--- src/rtl/sa_input_skew_feeder.sv ---
// rtl/sa_input_skew_feeder.sv - reads activation words from SRAM and feeds them diagonally skewed into the systolic array rows
module sa_input_skew_feeder #(
    parameter int ROWS   = 4,
    parameter int DATA_W = 8,
    parameter int ADDR_W = 10,
    parameter int LEN_W  = 10
) (
    input  logic                     clk,
    input  logic                     rst_n,
    input  logic                     start,
    input  logic [ADDR_W-1:0]        base_addr,
    input  logic [LEN_W-1:0]         len,
    input  logic                     halt,
    output logic                     busy,
    output logic                     done,
    output logic                     mem_rd_en,
    output logic [ADDR_W-1:0]        mem_addr,
    input  logic [ROWS*DATA_W-1:0]   mem_rdata,
    output logic                     sa_valid,
    output logic [ROWS*DATA_W-1:0]   sa_data,
    output logic                     sa_last
);

    typedef enum logic [3:0] {
        IDLE  = 4'b0001,
        FEED  = 4'b0010,
        DRAIN = 4'b0100,
        DONE  = 4'b1000
    } state_t;

    state_t                  state, state_nxt;
    logic [ADDR_W-1:0]       base_r;
    logic [LEN_W-1:0]        len_r;
    logic [LEN_W-1:0]        cnt;
    logic                    last_rd;

    logic                    rd_pend, rd_pend_last;
    logic [ROWS*DATA_W-1:0]  stage_data;
    logic                    stage_v, stage_last;

    logic [ROWS*DATA_W-1:0]  src_data;
    logic                    src_v, src_last;
    logic [ROWS-1:0]         word_v;
    logic [ROWS-1:0]         last_v;

    assign last_rd  = (cnt == len_r - LEN_W'(1));
    assign mem_addr = base_r + ADDR_W'(cnt);
    assign busy     = (state != IDLE);
    assign done     = (state == DONE);
    assign sa_valid = |word_v;
    assign sa_last  = last_v[ROWS-1];

    always_comb begin
        state_nxt = state;
        mem_rd_en = 1'b0;
        case (state)
            IDLE:  if (start) state_nxt = (len == '0) ? DONE : FEED;
            FEED: begin
                if (!halt) begin
                    mem_rd_en = 1'b1;
                    if (last_rd) state_nxt = DRAIN;
                end
            end
            DRAIN: if (!halt && sa_last) state_nxt = DONE;
            DONE:  state_nxt = IDLE;
            default: state_nxt = IDLE;
        endcase
    end

    always_ff @(posedge clk or negedge rst_n) begin
        if (!rst_n) begin
            state  <= IDLE;
            base_r <= '0;
            len_r  <= '0;
            cnt    <= '0;
        end else begin
            state <= state_nxt;
            if (state == IDLE && start) begin
                base_r <= base_addr;
                len_r  <= len;
                cnt    <= '0;
            end else if (mem_rd_en) begin
                cnt <= cnt + LEN_W'(1);
            end
        end
    end

    // Read data arriving during a halt is parked here until the next advancing cycle.
    always_ff @(posedge clk or negedge rst_n) begin
        if (!rst_n) begin
            rd_pend      <= 1'b0;
            rd_pend_last <= 1'b0;
            stage_data   <= '0;
            stage_v      <= 1'b0;
            stage_last   <= 1'b0;
        end else begin
            rd_pend      <= mem_rd_en;
            rd_pend_last <= mem_rd_en && last_rd;
            if (rd_pend && halt) begin
                stage_data <= mem_rdata;
                stage_v    <= 1'b1;
                stage_last <= rd_pend_last;
            end else if (!halt) begin
                stage_v <= 1'b0;
            end
        end
    end

    always_comb begin
        src_v    = stage_v | rd_pend;
        src_last = stage_v ? stage_last : rd_pend_last;
        src_data = '0;
        if (stage_v)
            src_data = stage_data;
        else if (rd_pend)
            src_data = mem_rdata;
    end

    // word_v[k]/last_v[k] flag that lane k currently shows a real word / the final word.
    always_ff @(posedge clk or negedge rst_n) begin
        if (!rst_n) begin
            word_v <= '0;
            last_v <= '0;
        end else if (!halt) begin
            word_v <= {word_v[ROWS-2:0], src_v};
            last_v <= {last_v[ROWS-2:0], src_v && src_last};
        end
    end

    for (genvar r = 0; r < ROWS; r++) begin : g_lane
        logic [DATA_W-1:0] pipe [0:r];

        always_ff @(posedge clk or negedge rst_n) begin
            if (!rst_n) begin
                for (int k = 0; k <= r; k++) pipe[k] <= '0;
            end else if (!halt) begin
                pipe[0] <= src_data[r*DATA_W +: DATA_W];
                for (int k = 1; k <= r; k++) pipe[k] <= pipe[k-1];
            end
        end

        assign sa_data[r*DATA_W +: DATA_W] = pipe[r];
    end

endmodule

--- config.mk ---
export PLATFORM = sky130hd
export DESIGN_NAME = sa_input_skew_feeder
export DESIGN_NICKNAME = d
export VERILOG_FILES = /design/src/rtl/sa_input_skew_feeder.sv
export SDC_FILE = /design/constraint.sdc
export NUM_CORES = 1
export LEC_CHECK = 0
export BUFFER_PORTS_ARGS = -buffer_cell sky130_fd_sc_hd__buf_2
export CAP_MARGIN = 20
export CORE_MARGIN = 2
export CORE_UTILIZATION = 52
export DETAILED_ROUTE_END_ITERATION = 8
export HOLD_SLACK_MARGIN = 0.1
export PLACE_DENSITY = 0.76
export REMOVE_ABC_BUFFERS = 1
export SLEW_MARGIN = 20
export SYNTH_ARGS = -nofsm -noshare
export SYNTH_HDL_FRONTEND = slang
export SYNTH_SLANG_ARGS = --single-unit
--- constraint.sdc ---
create_clock -name clk -period 2.1 [get_ports clk]
set_clock_uncertainty 0.05 [all_clocks]
set_input_delay 0.105 -clock clk [delete_from_list [all_inputs] [get_ports clk]]
set_output_delay 0.105 -clock clk [all_outputs]
set_load 0.05 [all_outputs]
==> flow_summary.html <==
<table>
<tr><th>Metric</th><th>Value</th></tr>
<tr><th colspan="2">Floorplanning</th></tr>
<tr><td>Chip Height</td><td>122 um</td></tr>
<tr><td>Die area</td><td>~15,000 sq um</td></tr>
<tr><td>Number of placed I/O pins</td><td>103</td></tr>
<tr><td>Core area</td><td>13,400 sq um</td></tr>
<tr><td>Number of rows created at floorplan</td><td>42</td></tr>
<tr><td>Effective utilization at floorplan</td><td>53.7%</td></tr>
<tr><td>Chip width</td><td>122 um</td></tr>
<tr><th colspan="2">Routing</th></tr>
<tr><td>Average routed wire per standard cell</td><td>17.3 um</td></tr>
<tr><td>Drt first pass iters</td><td>5</td></tr>
<tr><td>Detail-routed via count per cell</td><td>5.53</td></tr>
<tr><td>Number of vias in the routed layout</td><td>5,307</td></tr>
<tr><td>Number of design rule violations left after detail routing</td><td>0</td></tr>
<tr><td>Iteration-0 DRC Markers</td><td>approximately 310</td></tr>
<tr><td>Routed Antenna Nets</td><td>0</td></tr>
<tr><td>Sum of routed wire length over all layers</td><td>16,600 um</td></tr>
<tr><th colspan="2">Clock network</th></tr>
<tr><td>Clock edge transition at the registers on the reported setup and hold paths</td><td>roughly 0.060 ns</td></tr>
<tr><td>Sink count of the clock tree</td><td>roughly 160</td></tr>
<tr><td>CTS tree</td><td>yes</td></tr>
<tr><td>Buffer cell driving the clock tree root</td><td>sky130_fd_sc_hd__clkbuf_16</td></tr>
<tr><td>Clock latency of the later-clocked register in the worst-skew pair</td><td>0.42 ns</td></tr>
<tr><td>Worst-case clock buffer depth</td><td>2</td></tr>
<tr><td>H-Tree Depth</td><td>4</td></tr>
<tr><td>Number of buffers created by CTS</td><td>17</td></tr>
<tr><th colspan="2">Placement</th></tr>
<tr><td>PortBufs</td><td>around 100</td></tr>
<tr><td>Estimated wirelength of the detail-placed design</td><td>roughly 10,000 um</td></tr>
<tr><td>Worst slack, placed</td><td>-0.262 ns</td></tr>
<tr><td>Global placer's final weighted congestion</td><td>0.878</td></tr>
<tr><th colspan="2">Synth</th></tr>
<tr><td>Synthesized instance count</td><td>602</td></tr>
<tr><td>Unique masters post-synth</td><td>49</td></tr>
<tr><td>Share of flip-flops with an asynchronous set or reset</td><td>100%</td></tr>
<tr><td>Number of flops mapped to enable cells by yosys</td><td>0</td></tr>
<tr><td>Portion of the post-synthesis area used by sequential elements</td><td>a little over half</td></tr>
<tr><td>Netlist area before placement</td><td>7200 sq um</td></tr>
<tr><td>Average instance area after synthesis</td><td>12.0 sq um</td></tr>
<tr><td>Flip-flop and latch count after synthesis</td><td>158</td></tr>
<tr><td>Main flop type after synthesis</td><td>sky130_fd_sc_hd__dfrtp_1</td></tr>
<tr><td>Count of yosys warnings during synthesis</td><td>0</td></tr>
<tr><th colspan="2">Cells and area</th></tr>
<tr><td>Layout cell share with drive strength beyond 1</td><td>~43%</td></tr>
<tr><td>Post-layout net count</td><td>838</td></tr>
<tr><td>Diode insertion count for antenna repair</td><td>0</td></tr>
<tr><td>Most common library cell in the layout ignoring fill and taps</td><td>sky130_fd_sc_hd__dfrtp_1</td></tr>
<tr><td>Filler cells</td><td>892</td></tr>
<tr><td>Highest-count cells in the layout ignoring fill and taps</td><td>sky130_fd_sc_hd__dfrtp_1 (154), sky130_fd_sc_hd__mux2_2 (101), sky130_fd_sc_hd__buf_2 (91)</td></tr>
<tr><td>Post-Route Utilization</td><td>between 70% and 80%</td></tr>
<tr><td>Area overhead of the layout relative to synthesis</td><td>31.4%</td></tr>
<tr><th colspan="2">Critical path</th></tr>
<tr><td>Slowest stage cell, crit path</td><td>sky130_fd_sc_hd__or4_4</td></tr>
<tr><td>Cells traversed along the worst timing path</td><td>ha_1 &gt; or4_4 &gt; and3_4 &gt; or4_4 &gt; and3_4 &gt; buf_6</td></tr>
<tr><td>Worst Path Required</td><td>between 1.5 and 2 ns</td></tr>
<tr><td>Crit-path max FO</td><td>2</td></tr>
<tr><td>Endpoint of the worst-slack reg-to-reg timing path</td><td>state[1]</td></tr>
<tr><td>Capturing element type of the critical path</td><td>output port</td></tr>
<tr><td>Beginning of the worst register-to-register path</td><td>len_r[1]</td></tr>
<tr><td>Crit. Startpoint</td><td>base_r[4]</td></tr>
<tr><td>Worst EP arrival</td><td>2.51 ns</td></tr>
<tr><td>Crit path largest cell delay</td><td>between 0.4 and 0.5 ns</td></tr>
<tr><td>Startpoint-to-endpoint class of the critical path</td><td>flip-flop to output port</td></tr>
<tr><td>Worst r2r path cells</td><td>8</td></tr>
<tr><td>Register-to-register setup slack</td><td>0.01 ns</td></tr>
<tr><td>Setup crit start kind</td><td>flip-flop</td></tr>
<tr><th colspan="2">STA</th></tr>
<tr><td>Worst-margin pin slew</td><td>roughly 0.49 ns</td></tr>
<tr><td>Post-layout minimum cycle time</td><td>between 2 and 3 ns</td></tr>
<tr><td>Final number of setup-violating endpoints</td><td>7</td></tr>
<tr><td>Final hold violation count</td><td>0</td></tr>
<tr><td>Count of pins over their slew limit</td><td>0</td></tr>
<tr><td>Highest Clock Rate</td><td>375 MHz</td></tr>
<tr><td>Worst slew margin</td><td>67.3%</td></tr>
<tr><td>Final hold slack</td><td>0.150 ns</td></tr>
<tr><td>Least setup slack across all paths after layout</td><td>-0.567 ns</td></tr>
<tr><td>Share of the clock period used by the worst path after layout</td><td>127%</td></tr>
<tr><td>Unrepaired setup endpoints after global routing</td><td>true</td></tr>
<tr><th colspan="2">Global routing</th></tr>
<tr><td>Global-route total usage across every layer</td><td>23.0%</td></tr>
<tr><td>Global Route met1 Usage</td><td>27.8%</td></tr>
<tr><td>Global route hottest layer</td><td>met2</td></tr>
<tr><td>Largest net degree at the start of global routing</td><td>98</td></tr>
<tr><td>Antenna violations before repair</td><td>0</td></tr>
<tr><td>Met2 layer usage reported by global route</td><td>40.7%</td></tr>
<tr><td>Number of global-route vias before repair</td><td>5,576</td></tr>
<tr><td>Residual overflow from global routing</td><td>0</td></tr>
<tr><td>Routing usage on met3</td><td>5.71%</td></tr>
<tr><td>Wire length of the first global-routing pass</td><td>26,500 um</td></tr>
<tr><th colspan="2">Power</th></tr>
<tr><td>Leakage</td><td>~4.5 nW</td></tr>
<tr><td>VDD IR-drop max</td><td>around 0.00098 V</td></tr>
<tr><td>Power Dens Cells</td><td>between 1000 and 1500 nW/um^2</td></tr>
<tr><th colspan="2">Run status</th></tr>
<tr><td>Run status</td><td>complete, but fails checks</td></tr>
<tr><td>Failing checks</td><td>negative setup slack</td></tr>
<tr><th colspan="2">Job</th></tr>
<tr><td>Number of max-cap violations</td><td>0</td></tr>
<tr><th colspan="2">Hold path</th></tr>
<tr><td>Class of the most critical hold timing path</td><td>input port to asynchronous set/reset pin</td></tr>
</table>
-- registers in the layout (all words and copies together), names as in the netlist --
signal	flops
stage_v	1
rd_pend	1
stage_data	32
word_v	4
rd_pend_last	1
base_r	10
state	4
cnt	10
len_r	10
stage_last	1
sa_data	24
g_lane.pipe	56
last_v	4
-- report_power, final --
group          internal [W]  switching (W)  total (W)  leakage (nW)
Combinational       0.00199        0.00262    0.00461          2.10
Sequential          0.00393       0.000597    0.00452          2.07
Clock               0.00194        0.00123    0.00316         0.296
Total               0.00786        0.00444     0.0123          4.47
-- final cells by class --
| type | count | area, sq um | area share (%) |
|---|---|---|---|
| inverters | 15 | 56.3 | 0.595 |
| clock inverters | 13 | 163 | 1.72 |
| clock buffers | 19 | 453 | 4.79 |
| repair buffers | 207 | 1550 | 16.3 |
| multi-input cells | 371 | 3060 | 32.4 |
| flip-flops and latches | 158 | 3960 | 41.8 |
| well taps | 176 | 220 | 2.33 |
-- worst max-delay path: cells and delay by family (launching register included) --
family,cells,cell delay [ns]
simple gates,4,1.25
flops,1,0.39
fa+ha+maj,1,0.32
buf+inv,1,0.14
-- synthesized netlist by cell type, types with 2 or more instances --
master | instances | area [sq um]
sky130_fd_sc_hd__dfrtp_1 | 157 | 3930
sky130_fd_sc_hd__mux2_2 | 101 | 1140
sky130_fd_sc_hd__nand2_1 | 51 | 191
sky130_fd_sc_hd__o21ai_0 | 47 | 235
sky130_fd_sc_hd__a22oi_1 | 32 | 240
sky130_fd_sc_hd__clkbuf_1 | 27 | 101
sky130_fd_sc_hd__buf_4 | 24 | 180
sky130_fd_sc_hd__nor2_1 | 19 | 71.3
sky130_fd_sc_hd__inv_1 | 15 | 56.3
sky130_fd_sc_hd__xor2_1 | 15 | 131
sky130_fd_sc_hd__a21oi_1 | 12 | 60.1
sky130_fd_sc_hd__xnor2_1 | 12 | 105
sky130_fd_sc_hd__ha_1 | 11 | 138
sky130_fd_sc_hd__nor3_1 | 7 | 35.0
sky130_fd_sc_hd__nor4_1 | 6 | 37.5
sky130_fd_sc_hd__and3_1 | 5 | 31.3
sky130_fd_sc_hd__buf_1 | 5 | 18.8
sky130_fd_sc_hd__nand4_1 | 5 | 31.3
sky130_fd_sc_hd__or4_1 | 5 | 37.5
sky130_fd_sc_hd__nor2b_1 | 4 | 25.0
sky130_fd_sc_hd__nand3_1 | 3 | 15.0
sky130_fd_sc_hd__o31ai_1 | 3 | 22.5
sky130_fd_sc_hd__or3_1 | 3 | 18.8
sky130_fd_sc_hd__a2111oi_0 | 2 | 17.5
sky130_fd_sc_hd__a21boi_0 | 2 | 15.0
sky130_fd_sc_hd__a21o_1 | 2 | 15.0
sky130_fd_sc_hd__nand2b_1 | 2 | 12.5
sky130_fd_sc_hd__nor3_2 | 2 | 20.0
sky130_fd_sc_hd__o211ai_1 | 2 | 15.0
sky130_fd_sc_hd__or4b_4 | 2 | 27.5
-- cells by family after synthesis --
kind of cell,after synthesis,share of synthesized area (%)
compound gates,111,9.99
xor+xnor,27,3.28
fa+ha+maj,12,2.19
buf+inv,73,5.18
flops,158,54.9
mux,101,15.8
simple gates,120,8.62
-- stage by stage --
step	area (sq um)	total power [W]	instances	setup TNS, ns
floorplan	6880	0.00725	544	-8.63
global placement	7940	0.00826	859	-0.384
detailed placement	7940	0.00846	859	-0.703
CTS	9320	0.0120	958	-2.42
global route	9460	0.0129	959	-3.25
finish	9460	0.0123	959	-2.20
-- how the worst max path moves through the flow --
stage,slack [ns],depth (start not counted),endpoint
2_1_floorplan,-0.56,9,mem_addr[6]
3_3_place_gp,-0.14,10,mem_addr[8]
3_5_place_dp,-0.26,10,mem_addr[8]
4_1_cts,-0.56,6,mem_addr[9]
5_1_grt,-0.67,8,mem_addr[9]
6_report,-0.57,6,mem_addr[9]
-- metal layers --
layer / vias up / routed length, um
li1: 2445 / -
met1: 2676 / 6710
met2: 158 / 8740
met3: 28 / 824
met4: 0 / 310
met5: - / 0
-- repair_timing --
action                                  4_1_cts  5_1_grt
hold endpoints to repair                    247        0
gates resized for setup                      36       38
endpoints found under the setup margin       11       17
hold buffers                                 55        0
pin swaps                                    22       24
setup buffers                                12        5
Power figures use the tool's default switching activity.
